--- src/rtl/ble_auth_rx.sv ---
`default_nettype none
// ============================================================================
//  Module   : ble_auth_rx
//  Purpose  : UART receiver for the BLE link, plus the authorization FSM that
//             drives pwr_up from the GO/STOP command bytes and the rider
//             presence input.
//  Revision : 1.0 - initial release
// ============================================================================
module ble_auth_rx #(
    parameter int         BAUD_DIV  = 2604,
    parameter logic [7:0] GO_BYTE   = 8'h47,
    parameter logic [7:0] STOP_BYTE = 8'h53
) (
    input  logic       clk,
    input  logic       rst_n,
    input  logic       RX,
    input  logic       rider_off,
    output logic [7:0] rx_data,
    output logic       rx_rdy,
    output logic       frm_err,
    output logic       pwr_up
);

    localparam logic [11:0] c_baud_last = 12'(BAUD_DIV - 1);
    localparam logic [11:0] c_half_last = 12'(BAUD_DIV / 2 - 1);
    localparam logic [3:0]  c_last_bit  = 4'd7;

    typedef enum logic [1:0] {IDLE, START, DATA, STOP} rx_state_t;
    typedef enum logic [1:0] {OFF, PWR1, PWR2}         auth_state_t;

    logic        r_rx_meta;
    logic        r_rx_sync;
    logic        r_rx_prev;
    rx_state_t   r_rx_state;
    logic [11:0] r_baud_cnt;
    logic [3:0]  r_bit_cnt;
    logic [7:0]  r_shift;
    logic        r_stop_ok;
    logic        r_stop_bad;
    auth_state_t r_auth;
    auth_state_t w_auth_next;

    // Two-flop synchronizer for the async line, plus one delayed copy for edge detection
    always_ff @(posedge clk) begin
        if (!rst_n) begin
            r_rx_meta <= 1'b1;
            r_rx_sync <= 1'b1;
            r_rx_prev <= 1'b1;
        end else begin
            r_rx_meta <= RX;
            r_rx_sync <= r_rx_meta;
            r_rx_prev <= r_rx_sync;
        end
    end

    // Receiver FSM; the stop-bit verdict is flagged at the sample edge and
    // turned into rx_data/rx_rdy/frm_err one edge later
    always_ff @(posedge clk) begin
        if (!rst_n) begin
            r_rx_state <= IDLE;
            r_baud_cnt <= 12'd0;
            r_bit_cnt  <= 4'd0;
            r_shift    <= 8'h00;
            r_stop_ok  <= 1'b0;
            r_stop_bad <= 1'b0;
            rx_data    <= 8'h00;
            rx_rdy     <= 1'b0;
            frm_err    <= 1'b0;
        end else begin
            r_stop_ok  <= 1'b0;
            r_stop_bad <= 1'b0;
            rx_rdy     <= r_stop_ok;
            frm_err    <= r_stop_bad;
            if (r_stop_ok) begin
                rx_data <= r_shift;
            end
            case (r_rx_state)
                IDLE: begin
                    r_baud_cnt <= 12'd0;
                    r_bit_cnt  <= 4'd0;
                    if (r_rx_prev && !r_rx_sync) begin
                        r_rx_state <= START;
                    end
                end
                START: begin
                    if (r_baud_cnt == c_half_last) begin
                        r_baud_cnt <= 12'd0;
                        r_bit_cnt  <= 4'd0;
                        // Line back high at mid start bit: glitch, not a frame
                        r_rx_state <= r_rx_sync ? IDLE : DATA;
                    end else begin
                        r_baud_cnt <= r_baud_cnt + 12'd1;
                    end
                end
                DATA: begin
                    if (r_baud_cnt == c_baud_last) begin
                        r_baud_cnt <= 12'd0;
                        r_shift    <= {r_rx_sync, r_shift[7:1]};
                        if (r_bit_cnt == c_last_bit) begin
                            r_bit_cnt  <= 4'd0;
                            r_rx_state <= STOP;
                        end else begin
                            r_bit_cnt <= r_bit_cnt + 4'd1;
                        end
                    end else begin
                        r_baud_cnt <= r_baud_cnt + 12'd1;
                    end
                end
                STOP: begin
                    if (r_baud_cnt == c_baud_last) begin
                        r_baud_cnt <= 12'd0;
                        r_bit_cnt  <= 4'd0;
                        r_stop_ok  <= r_rx_sync;
                        r_stop_bad <= ~r_rx_sync;
                        r_rx_state <= IDLE;
                    end else begin
                        r_baud_cnt <= r_baud_cnt + 12'd1;
                    end
                end
                default: begin
                    r_rx_state <= IDLE;
                    r_baud_cnt <= 12'd0;
                    r_bit_cnt  <= 4'd0;
                end
            endcase
        end
    end

    // Authorization next-state: commands act only on rx_rdy; in PWR2 a GO
    // byte wins over the rider stepping off in the same cycle
    always_comb begin
        w_auth_next = r_auth;
        case (r_auth)
            OFF: begin
                if (rx_rdy && rx_data == GO_BYTE) begin
                    w_auth_next = PWR1;
                end
            end
            PWR1: begin
                if (rx_rdy && rx_data == STOP_BYTE) begin
                    w_auth_next = rider_off ? OFF : PWR2;
                end
            end
            PWR2: begin
                if (rx_rdy && rx_data == GO_BYTE) begin
                    w_auth_next = PWR1;
                end else if (rider_off) begin
                    w_auth_next = OFF;
                end
            end
            default: w_auth_next = OFF;
        endcase
    end

    // Auth state register; pwr_up is registered from the next state so both move together
    always_ff @(posedge clk) begin
        if (!rst_n) begin
            r_auth <= OFF;
            pwr_up <= 1'b0;
        end else begin
            r_auth <= w_auth_next;
            pwr_up <= (w_auth_next != OFF);
        end
    end

endmodule
`default_nettype wire

--- config.mk ---
export PLATFORM = sky130hd
export DESIGN_NAME = ble_auth_rx
export DESIGN_NICKNAME = d
export VERILOG_FILES = /design/src/rtl/ble_auth_rx.sv
export SDC_FILE = /design/constraint.sdc
export NUM_CORES = 1
export LEC_CHECK = 0
export BUFFER_PORTS_ARGS = -buffer_cell sky130_fd_sc_hd__buf_4
export CORE_ASPECT_RATIO = 1.75
export CORE_MARGIN = 3
export CORE_UTILIZATION = 61
export CTS_BUF_LIST = sky130_fd_sc_hd__clkbuf_4 sky130_fd_sc_hd__clkbuf_8
export DETAILED_ROUTE_END_ITERATION = 10
export PLACE_DENSITY = 0.77
export SLEW_MARGIN = 40
export SYNTH_ARGS = -nofsm -noshare
export SYNTH_HDL_FRONTEND = slang
export SYNTH_SLANG_ARGS = --single-unit
export TNS_END_PERCENT = 10
--- constraint.sdc ---
create_clock -name clk -period 2 [get_ports clk]
set_input_delay 0.1 -clock clk [delete_from_list [all_inputs] [get_ports clk]]
set_output_delay 0.1 -clock clk [all_outputs]
set_load 0.005 [all_outputs]
==> PnR_summary.wiki, run 1 <==
{| class="wikitable"
! Metric !! Value
|-
| Storage element area || 881 sq um
|-
| Met3 layer usage reported by global route || 6.32%
|-
| Number of distinct library cell variants in the gate-level netlist after synthesis || 44
|-
| Min-Delay Startpoint || rst_n
|-
| Number of global-route vias before repair || 1469
|-
| Post-route DRC violation count || 0
|-
| Origin of the worst setup path || r_baud_cnt[0]
|-
| Post-synth EDFFs || 0
|-
| Placer congestion estimate || 0.828
|-
| GRT busiest layer || met2
|-
| Highest-count cells in the layout ignoring fill and taps || 44 x dfxtp_1, 34 x nor2_1, 18 x buf_4
|-
| GRT Util Overall || 23.1%
|-
| Global-route wire length before repair || 6370 microns
|-
| Achievable Freq || 560 MHz
|-
| Max cap viols || 0
|-
| Quantity of gates resized following cts || 0
|-
| Tcrit/Tclk final || 89.4%
|-
| Global-route congestion overflow total || 0
|-
| Vertical extent of the die || 79.5 microns
|-
| Power density of the placed cells || 799 nW/um^2
|-
| TritonCTS clock tree || built
|-
| CTS sink count || 44
|-
| Iteration count of the initial detailed-routing pass || 4
|-
| Port Buffer Count || 14
|-
| Full die area || 3820 sq um
|-
| Reg-to-Reg Start || r_baud_cnt[0]
|-
| Clock buffer depth || 2
|-
| Share of the core filled with cells || 73.3%
|-
| Worst skew pair latency || 290 ps
|-
| CP max-delay cell || dfxtp_1
|-
| Area Growth Syn to Fin || 13.9%
|-
| Synthesized net count || 205
|-
| Std cell rows || 26
|-
| Worst-path maximum fanout || 6
|-
| Mean instance size in the synthesized netlist || 9.52 sq um
|-
| Synth Cell Area || 1880 sq um
|-
| Data arrival time of the worst path || 1980 ps
|-
| Area occupied by multi-input gates || 933 sq um
|-
| Maximum number of pins on one net before global-route repair || 21
|-
| Final setup violating endpoints || 0
|-
| # fillers || 235
|-
| Iter 0 DRT Violations || 37
|-
| DP Wirelength || 2850 microns
|-
| Starting utilization of the core area || 64.4%
|-
| Max rail drop VDD || 0.000928 V
|-
| Max-slew violations || 0
|-
| Vias after detailed routing || 1464
|-
| Placeable core region || 2930 sq um
|-
| TNS Setup || 0 ps
|-
| Register area share after synthesis || 46.7%
|-
| Leakage Power || 0.829 nW
|-
| Final antenna diode count || 0
|-
| H-Tree Level Count || 2
|-
| Post-Synthesis Cells || 198
|-
| Yosys warnings || 0
|-
| Status || complete, no violations
|-
| Required time at the worst-slack endpoint || 2190 ps
|-
| Setup crit end kind || register
|-
| DRT antenna net count || 0
|-
| Total I/O pin count || 15
|-
| Actual transition at the worst max-transition pin || 610 ps
|-
| Async S/R FF share, synth || 0%
|-
| Fraction of layout instances using a drive strength above 1 || 12.6%
|-
| Horizontal die dimension || 48.0 microns
|-
| Final setup skew || 5.13 ps
|-
| Hold violation total from the final report || 0
|-
| Hold Crit Class || input port to register
|-
| Synthesized flop and latch total || 44
|-
| Rel. slew slack || 59.3%
|-
| Cts bufs inserted || 5
|-
| WL final || 3880 microns
|-
| Crit Path Category || register to register
|-
| Clock-pin slew on the worst setup and hold paths || 80 ps
|-
| Met1 track demand over resource in global routing || 21.5%
|-
| Most common cell after layout, fill and taps aside || dfxtp_1
|-
| Minimum clock period after layout || 1790 ps
|-
| Cell at the root of the clock tree || clkbuf_8
|-
| Number of antenna violations at the first check in global routing || 0
|-
| Net count reported at finish || 222
|-
| Sequence of cells on the critical path || ha_1, nor4bb_1, nand4_1, a2bb2oi_1, o32ai_1
|-
| Met2 layer usage reported by global route || 43.5%
|-
| Total power consumption of the routed design || 1.72 mW
|-
| Setup slack, reg-to-reg || 210 ps
|-
| Worst path max stage delay || 430 ps
|-
| CTS Hold Buffers Added || 1
|-
| Top flip-flop cell by instance count after synthesis || dfxtp_1
|-
| Unrepaired setup endpoints after global routing || no
|-
| Wire length per cell after detailed routing || 16.0 microns
|-
| Number of post-CTS setup repair buffers || 0
|-
| Routed vias/inst || 6.02
|-
| Kind of launch point of the worst setup path || register
|}
-- kinds of logic (layout without fill, tap and decap cells) --
kind of cell	Yosys count	after routing	share of synthesized area (%)
buffers and inverters	15	32	3.72
AND/OR/NAND/NOR	88	88	25.6
AO/OA/AOI/OAI	21	21	8.30
multiplexers	17	17	9.03
adder cells (fa/ha/maj)	3	3	1.99
flip-flops	44	44	46.7
XOR/XNOR	10	10	4.65
-- area by class of cell --
cell class,count,area share [%]
Timing Repair Buffer,19,6.76
Clock buffer,5,3.21
Inverter,6,1.05
Clock inverter,2,2.80
Sequential cell,44,41.0
Tap cell,28,1.63
Multi-Input combinational cell,139,43.5
-- worst max-delay path: cells and delay by family, from the launching register on --
kind	cells	cell delay, ps
DFF	1	430
AOI/OAI and AO/OA	2	480
adders and majority gates	1	220
and+or+nand+nor	2	570
-- sequential cells by signal, summed over array words and instances (netlist names), named ones only --
signal / count
frm_err: 1
pwr_up: 1
r_auth: 2
r_baud_cnt: 12
r_bit_cnt: 4
r_rx_meta: 1
r_rx_prev: 1
r_rx_state: 1
r_rx_sync: 1
r_shift: 8
r_stop_bad: 1
r_stop_ok: 1
rx_data: 8
rx_rdy: 1
-- synth_stat cells, types with 2 or more instances --
cell / instances / area, sq um
a31oi_1: 2 / 12.5
o32ai_1: 2 / 17.5
nand3_1: 7 / 35.0
ha_1: 3 / 37.5
mux2i_1: 17 / 170
nand2_1: 9 / 33.8
a21oi_1: 2 / 10.0
or3_1: 2 / 12.5
and3_1: 2 / 12.5
buf_2: 2 / 10.0
o21a_1: 2 / 15.0
nor2b_1: 3 / 18.8
o211ai_1: 3 / 22.5
nand2b_1: 6 / 37.5
o41ai_1: 2 / 17.5
nor3_1: 2 / 10.0
xnor2_1: 5 / 43.8
xor2_1: 5 / 43.8
clkbuf_1: 4 / 15.0
and2_1: 2 / 12.5
dfxtp_1: 44 / 881
inv_1: 6 / 22.5
nor4bb_1: 3 / 30.0
o21ai_0: 2 / 10.0
nand4_1: 6 / 37.5
nor4_1: 3 / 18.8
and4b_1: 2 / 20.0
nor2_1: 34 / 128
-- power breakdown --
part / switching (mW) / internal [mW] / total, mW
Sequential: 0.00847 / 0.884 / 0.892
Combinational: 0.0261 / 0.0205 / 0.0466
Clock: 0.285 / 0.491 / 0.776
-- path summary, 6_finish.rpt --
kind,end,cells after the start
max,r_bit_cnt[3],5
min,r_rx_sync,2
max reg2reg,r_bit_cnt[3],5
min reg2reg,r_rx_sync,1
-- metal layers --
metal	vias up	wire (microns)	part of all wire [%]
li1	728	-	-
met1	702	1450	37
met2	27	2280	59
met3	7	105	2.7
met4	0	48	1.2
met5	-	0	0
-- through the flow --
step                hold WS (ps)  setup WS [ps]  instance area, sq um  instances
floorplan                    173            342                  1880        198
global placement             287            354                  2010        235
detailed placement           298            289                  2010        235
CTS                         79.7            272                  2150        243
global route                98.1            141                  2150        243
finish                      86.1            213                  2150        243
No activity file was read; power rests on OpenSTA's default activity.
==> run 2: changes to the inputs <==
- CORE_UTILIZATION: 61 -> 58
- PLACE_DENSITY: 0.77 -> 0.74
==> run 2 against run 1 <==
- non-clock buffer count is 1 lower
- setup slack worse by 95 ps
- clock skew is 1.9 ps higher
- maximum frequency is 5.0% lower
- critical endpoint is now r_baud_cnt[9]
- cell area is 0.35% lower
- first-iteration DRC count is 35% higher
- global-route usage is 1.9 points lower
- hold slack worse by 2.9 ps
==> PnR_summary.wiki, run 2 (synthesis gave the netlist of run 1 again) <==
{| class="wikitable"
! Metric !! Value
|-
| Status || complete, no violations
|-
| Max rail drop VDD || 0.00110 V
|-
| Largest registers || r_baud_cnt (12), r_shift (8), rx_data (8)
|-
| Clock-pin slew on the worst setup and hold paths || 80 ps
|-
| Final standard cell area without fillers || 2140 sq um
|-
| Sequence of cells on the critical path || nor4bb_1, a31oi_1, o21ai_1, buf_4, nor2_1
|-
| TritonCTS clock tree || built
|-
| Most common cell after layout, fill and taps aside || dfxtp_1
|-
| Final setup slack of the worst path || 118 ps
|-
| Hold Crit Endpoint || r_rx_prev
|-
| Critical register-to-register path endpoint || r_baud_cnt[9]
|-
| Fraction of layout instances using a drive strength above 1 || 12.6%
|-
| Worst slack at placement || 177 ps
|-
| Total I/O pin count || 15
|-
| Final setup skew || 7.00 ps
|-
| Placer congestion estimate || 0.793
|-
| Number of global-route vias before repair || 1480
|-
| Vias after detailed routing || 1457
|-
| Placeable core region || 3030 sq um
|-
| Cts bufs inserted || 5
|-
| Power density of the placed cells || 748 nW/um^2
|-
| Crit Path Category || register to register
|-
| Max-slew violations || 0
|-
| Max cap viols || 0
|-
| Std cell rows || 26
|-
| Maximum number of pins on one net before global-route repair || 21
|-
| Reg-to-Reg Start || r_baud_cnt[10]
|-
| Hold violation total from the final report || 0
|-
| Wire length per cell after detailed routing || 14.2 microns
|-
| Crit path buf inv count || 1
|-
| TNS Setup || 0 ps
|-
| Final antenna diode count || 0
|-
| Unrepaired setup endpoints after global routing || no
|-
| Area occupied by multi-input gates || 933 sq um
|-
| Crit-path leading delay family || compound AO/OA/AOI/OAI gates
|-
| Hold Crit Class || input port to register
|-
| Horizontal die dimension || 49.1 microns
|-
| GRT Util Overall || 21.1%
|-
| Minimum clock period after layout || 1880 ps
|-
| Iteration count of the initial detailed-routing pass || 4
|-
| Highest-count cells in the layout ignoring fill and taps || 44 x dfxtp_1, 34 x nor2_1, 17 x mux2i_1, 17 x buf_4, 9 x nand2_1
|-
| Vertical extent of the die || 81.4 microns
|-
| Setup slack, reg-to-reg || 120 ps
|-
| Worst-path maximum fanout || 12
|-
| Leakage Power || 0.818 nW
|-
| FF-to-FF path depth || 5
|-
| Number of flip-flops in the largest register || 12
|-
| Global-route congestion overflow total || 0
|-
| Data arrival time of the worst path || 2060 ps
|-
| Required time at the worst-slack endpoint || 2180 ps
|-
| Tcrit/Tclk final || 94.1%
|-
| Clock buffer depth || 2
|-
| Setup crit end kind || register
|-
| Storage element area || 881 sq um
|-
| Placed standard-cell area || 2020 sq um
|-
| Worst path max stage delay || 490 ps
|-
| Port Buffer Count || 14
|-
| DP Wirelength || 2700 microns
|-
| Actual transition at the worst max-transition pin || 593 ps
|-
| Number of antenna violations at the first check in global routing || 0
|-
| Final setup violating endpoints || 0
|-
| Worst skew pair latency || 290 ps
|-
| WL final || 3660 microns
|-
| Post-route DRC violation count || 0
|-
| Global-route wire length before repair || 6500 microns
|-
| Worst hold slack || 83.2 ps
|-
| Cell at the root of the clock tree || clkbuf_8
|-
| H-Tree Level Count || 2
|-
| Full die area || 4000 sq um
|-
| Kind of launch point of the worst setup path || register
|-
| Rel. slew slack || 60.4%
|-
| Number of cells on the worst hold path || 2
|-
| Area Growth Syn to Fin || 13.5%
|-
| Levels on crit path || 5
|-
| Achievable Freq || 531 MHz
|-
| Share of the core filled with cells || 70.7%
|-
| CTS sink count || 44
|-
| Min-Delay Startpoint || rst_n
|-
| Register containing the most flip-flops in the final layout || r_baud_cnt
|-
| DRT antenna net count || 0
|-
| Iter 0 DRT Violations || 50
|-
| Starting utilization of the core area || 62.3%
|-
| Net count reported at finish || 221
|-
| # fillers || 248
|-
| CP max-delay cell || dfxtp_1
|-
| Routed vias/inst || 5.67
|}
run 2: where the power goes:
part           switching, mW  internal, mW
combinational         0.0254        0.0205
clock                  0.277         0.384
sequential           0.00886         0.884
run 2: worst max-delay path by stage:
stage	startpoint	to	slack, ps
floorplan	r_baud_cnt[0]	r_bit_cnt[0]	340
global placement	r_baud_cnt[0]	r_bit_cnt[3]	320
detailed placement	r_baud_cnt[10]	r_baud_cnt[9]	180
CTS	r_baud_cnt[10]	r_baud_cnt[9]	140
global route	r_baud_cnt[10]	r_baud_cnt[8]	80
finish	r_baud_cnt[10]	r_baud_cnt[9]	120
run 2: timing repair:
| item | CTS | global route |
|---|---|---|
| setup buffers | 0 | 0 |
| hold endpoints to repair | 1 | 0 |
| gates resized for setup | 0 | 0 |
| hold buffers | 1 | 0 |
run 2: cell type report:
| type | count | area share (%) |
|---|---|---|
| multi-input combinational | 139 | 43.7 |
| sequential | 44 | 41.2 |
| timing repair buffer | 18 | 6.44 |
| clock buffer | 6 | 3.57 |
| tap | 42 | 2.46 |
| clock inverter | 2 | 1.64 |
| inverter | 6 | 1.05 |
run 2: worst register-to-register path, cell delays in order (launching register included):
cell      delay [ps]
dfxtp_1          490
nor4bb_1         430
a31oi_1          230
o21ai_1          310
buf_4            250
nor2_1            70
run 2: per-layer routing:
metal  wire, microns  vias to the layer above  global-route usage, %
met5               0                        -                      0
met4              70                        0                   10.3
met3             152                        6                   4.77
met2            2010                       41                   40.5
met1            1430                      681                   21.0
li1                -                      729                      -
run 2: metrics by stage:
step / total power [mW] / cells
2_1_floorplan: 0.941 / 198
6_report: 1.60 / 257
5_1_grt: 1.67 / 257
3_3_place_gp: 0.956 / 248
3_5_place_dp: 0.958 / 248
4_1_cts: 1.62 / 257
==> run 3: changes to the inputs <==
- HOLD_SLACK_MARGIN: not set -> 0.12
==> run 3 against run 2 <==
- via count fell by 0.14%
- hold slack gained 330 ps
- cell area up 1.4%
- critical path depth unchanged
- cell count increased by 1.2%
- largest cell class unchanged
==> PnR_summary.wiki, run 3 (synthesis gave the netlist of run 1 again) <==
{| class="wikitable"
! Metric !! Value
|-
| Status || complete, no violations
|-
| WL final || 3700 microns
|-
| Internal || 1.29 mW
|-
| Net count reported at finish || 224
|-
| Crit-path leading delay family || compound AO/OA/AOI/OAI gates
|-
| Hold violation total from the final report || 0
|-
| Wire length per cell after detailed routing || 14.2 microns
|-
| Proportion of power drawn by the clock network || 41.1%
|-
| Sequence of cells on the critical path || nor4bb_1, a31oi_1, o21ai_1, buf_4, nor2_1
|-
| Most common cell after layout, fill and taps aside || dfxtp_1
|-
| DRT antenna net count || 0
|-
| Power density of the placed cells || 739 nW/um^2
|-
| Number of antenna violations at the first check in global routing || 0
|-
| Register containing the most flip-flops in the final layout || r_baud_cnt
|-
| Number of flip-flops in the largest register || 12
|-
| Levels on crit path || 5
|-
| Iter 0 DRT Violations || 53
|-
| Area Growth Syn to Fin || 15.1%
|-
| Area occupied by multi-input gates || 933 sq um
|-
| Portion of total power attributed to combinational logic || 3.2%
|-
| Post-route DRC violation count || 0
|-
| Number of placed instances with taps included || 248
|-
| Crit path buf inv count || 1
|-
| Actual transition at the worst max-transition pin || 599 ps
|-
| Minimum clock period after layout || 1880 ps
|-
| Origin of the worst setup path || r_baud_cnt[10]
|-
| Max-slew violations || 0
|-
| Placer congestion estimate || 0.793
|-
| P_sw || 0.311 mW
|-
| Final setup skew || 7.29 ps
|-
| Data arrival time of the worst path || 2060 ps
|-
| Portion of total power attributed to sequential cells || 55.7%
|-
| Std cell rows || 26
|-
| Switch share || 19.4%
|-
| Worst path max stage delay || 480 ps
|-
| GRT Util Overall || 21.3%
|-
| Final antenna diode count || 0
|-
| H-Tree Level Count || 2
|-
| Clock buffer depth || 2
|-
| Kind of launch point of the worst setup path || register
|-
| Maximum number of pins on one net before global-route repair || 21
|-
| Tcrit/Tclk final || 94.1%
|-
| Worst setup path endpoint || r_baud_cnt[9]
|-
| FF-to-FF path depth || 5
|-
| Total I/O pin count || 15
|-
| Starting utilization of the core area || 62.3%
|-
| Critical register-to-register path endpoint || r_baud_cnt[9]
|-
| Rel. slew slack || 60.0%
|-
| Post-route insts no fill || 260
|-
| Cts bufs inserted || 5
|-
| Port Buffer Count || 14
|-
| Achievable Freq || 531 MHz
|-
| Worst slack at placement || 177 ps
|-
| Largest registers || r_baud_cnt (12), r_shift (8), rx_data (8)
|-
| Fraction of layout instances using a drive strength above 1 || 12.4%
|-
| Max cap viols || 0
|-
| Horizontal die dimension || 49.1 microns
|-
| Required time at the worst-slack endpoint || 2180 ps
|-
| DP Wirelength || 2700 microns
|-
| Storage element area || 881 sq um
|-
| Max rail drop VDD || 0.00109 V
|-
| Setup slack, reg-to-reg || 120 ps
|-
| Clock-pin slew on the worst setup and hold paths || 80 ps
|-
| Global-route wire length before repair || 6570 microns
|-
| Final setup slack of the worst path || 117 ps
|-
| Cell at the root of the clock tree || clkbuf_8
|-
| Full die area || 4000 sq um
|-
| CTS sink count || 44
|-
| Number of global-route vias before repair || 1493
|-
| Worst skew pair latency || 290 ps
|-
| Placed standard-cell area || 2020 sq um
|-
| Hold Crit Class || register to register
|-
| Worst-path maximum fanout || 12
|-
| Leakage Power || 0.829 nW
|-
| TritonCTS clock tree || built
|-
| Iteration count of the initial detailed-routing pass || 4
|-
| Final setup violating endpoints || 0
|-
| Highest-count cells in the layout ignoring fill and taps || 44 x dfxtp_1, 34 x nor2_1, 17 x mux2i_1, 17 x buf_4, 9 x nand2_1
|-
| Reg-to-Reg Start || r_baud_cnt[10]
|-
| TNS Setup || 0 ps
|-
| Setup crit end kind || register
|-
| Unrepaired setup endpoints after global routing || no
|-
| CP max-delay cell || dfxtp_1
|-
| # fillers || 247
|-
| Routed vias/inst || 5.60
|-
| Final standard cell area without fillers || 2170 sq um
|-
| Placeable core region || 3030 sq um
|-
| Global-route congestion overflow total || 0
|-
| Vias after detailed routing || 1455
|-
| Vertical extent of the die || 81.4 microns
|-
| Crit Path Category || register to register
|}
[run 3: cell types whose count changed in the layout (fill, tap and decap cells not counted), sizes merged]
cell	change
dlygate4sd3	+3
[run 3: worst min path at each step]
stage | start | endpoint | slack [ps] | cells past startpoint
2_1_floorplan | rst_n | r_rx_meta | 170 | 1
3_3_place_gp | RX | r_rx_meta | 290 | 2
3_5_place_dp | RX | r_rx_meta | 290 | 2
4_1_cts | r_rx_meta | r_rx_sync | 410 | 1
5_1_grt | r_rx_meta | r_rx_sync | 430 | 1
6_report | r_rx_meta | r_rx_sync | 410 | 1
[run 3: through the flow]
step | utilization, % | hold slack [ps] | power (mW)
finish | 71.7 | 411 | 1.60
global route | 71.7 | 430 | 1.68
CTS | 71.7 | 413 | 1.63
detailed placement | 66.7 | 290 | 0.958
global placement | 66.7 | 285 | 0.956
floorplan | - | 173 | 0.941
[run 3: what timing repair did]
action,CTS,global route
hold buffers,4,0
endpoints found under the hold margin,4,0
setup buffers,0,0
resized for setup,0,0
[run 3: area by class of cell]
cell class	instances	share of cell area [%]
Multi-Input combinational cell	139	43.0
Timing Repair Buffer	21	7.73
Inverter	6	1.04
Tap cell	42	2.42
Clock buffer	6	3.52
Clock inverter	2	1.62
Sequential cell	44	40.6
[run 3: worst reg2reg max path: stages (launching register included)]
cell	delay, ps
dfxtp_1	480
nor4bb_1	420
a31oi_1	230
o21ai_1	310
buf_4	250
nor2_1	70
[run 3: metal layers]
metal | vias to the layer above | global-route usage (%) | share of wire [%]
met4 | 0 | 10.3 | 1.9
met5 | - | 0 | 0
met1 | 683 | 21.3 | 40
met3 | 6 | 4.77 | 3.2
met2 | 31 | 40.7 | 55
li1 | 735 | - | -
[run 3: power by group through the flow]
stage                     registers [mW]  clock network [mW]  logic [mW]
after floorplan                    0.910                   0      0.0311
after global placement             0.913                   0      0.0431
after detailed placement           0.913                   0      0.0443
after CTS                          0.892               0.686      0.0506
after global routing               0.894               0.728      0.0561
final                              0.893               0.659      0.0507
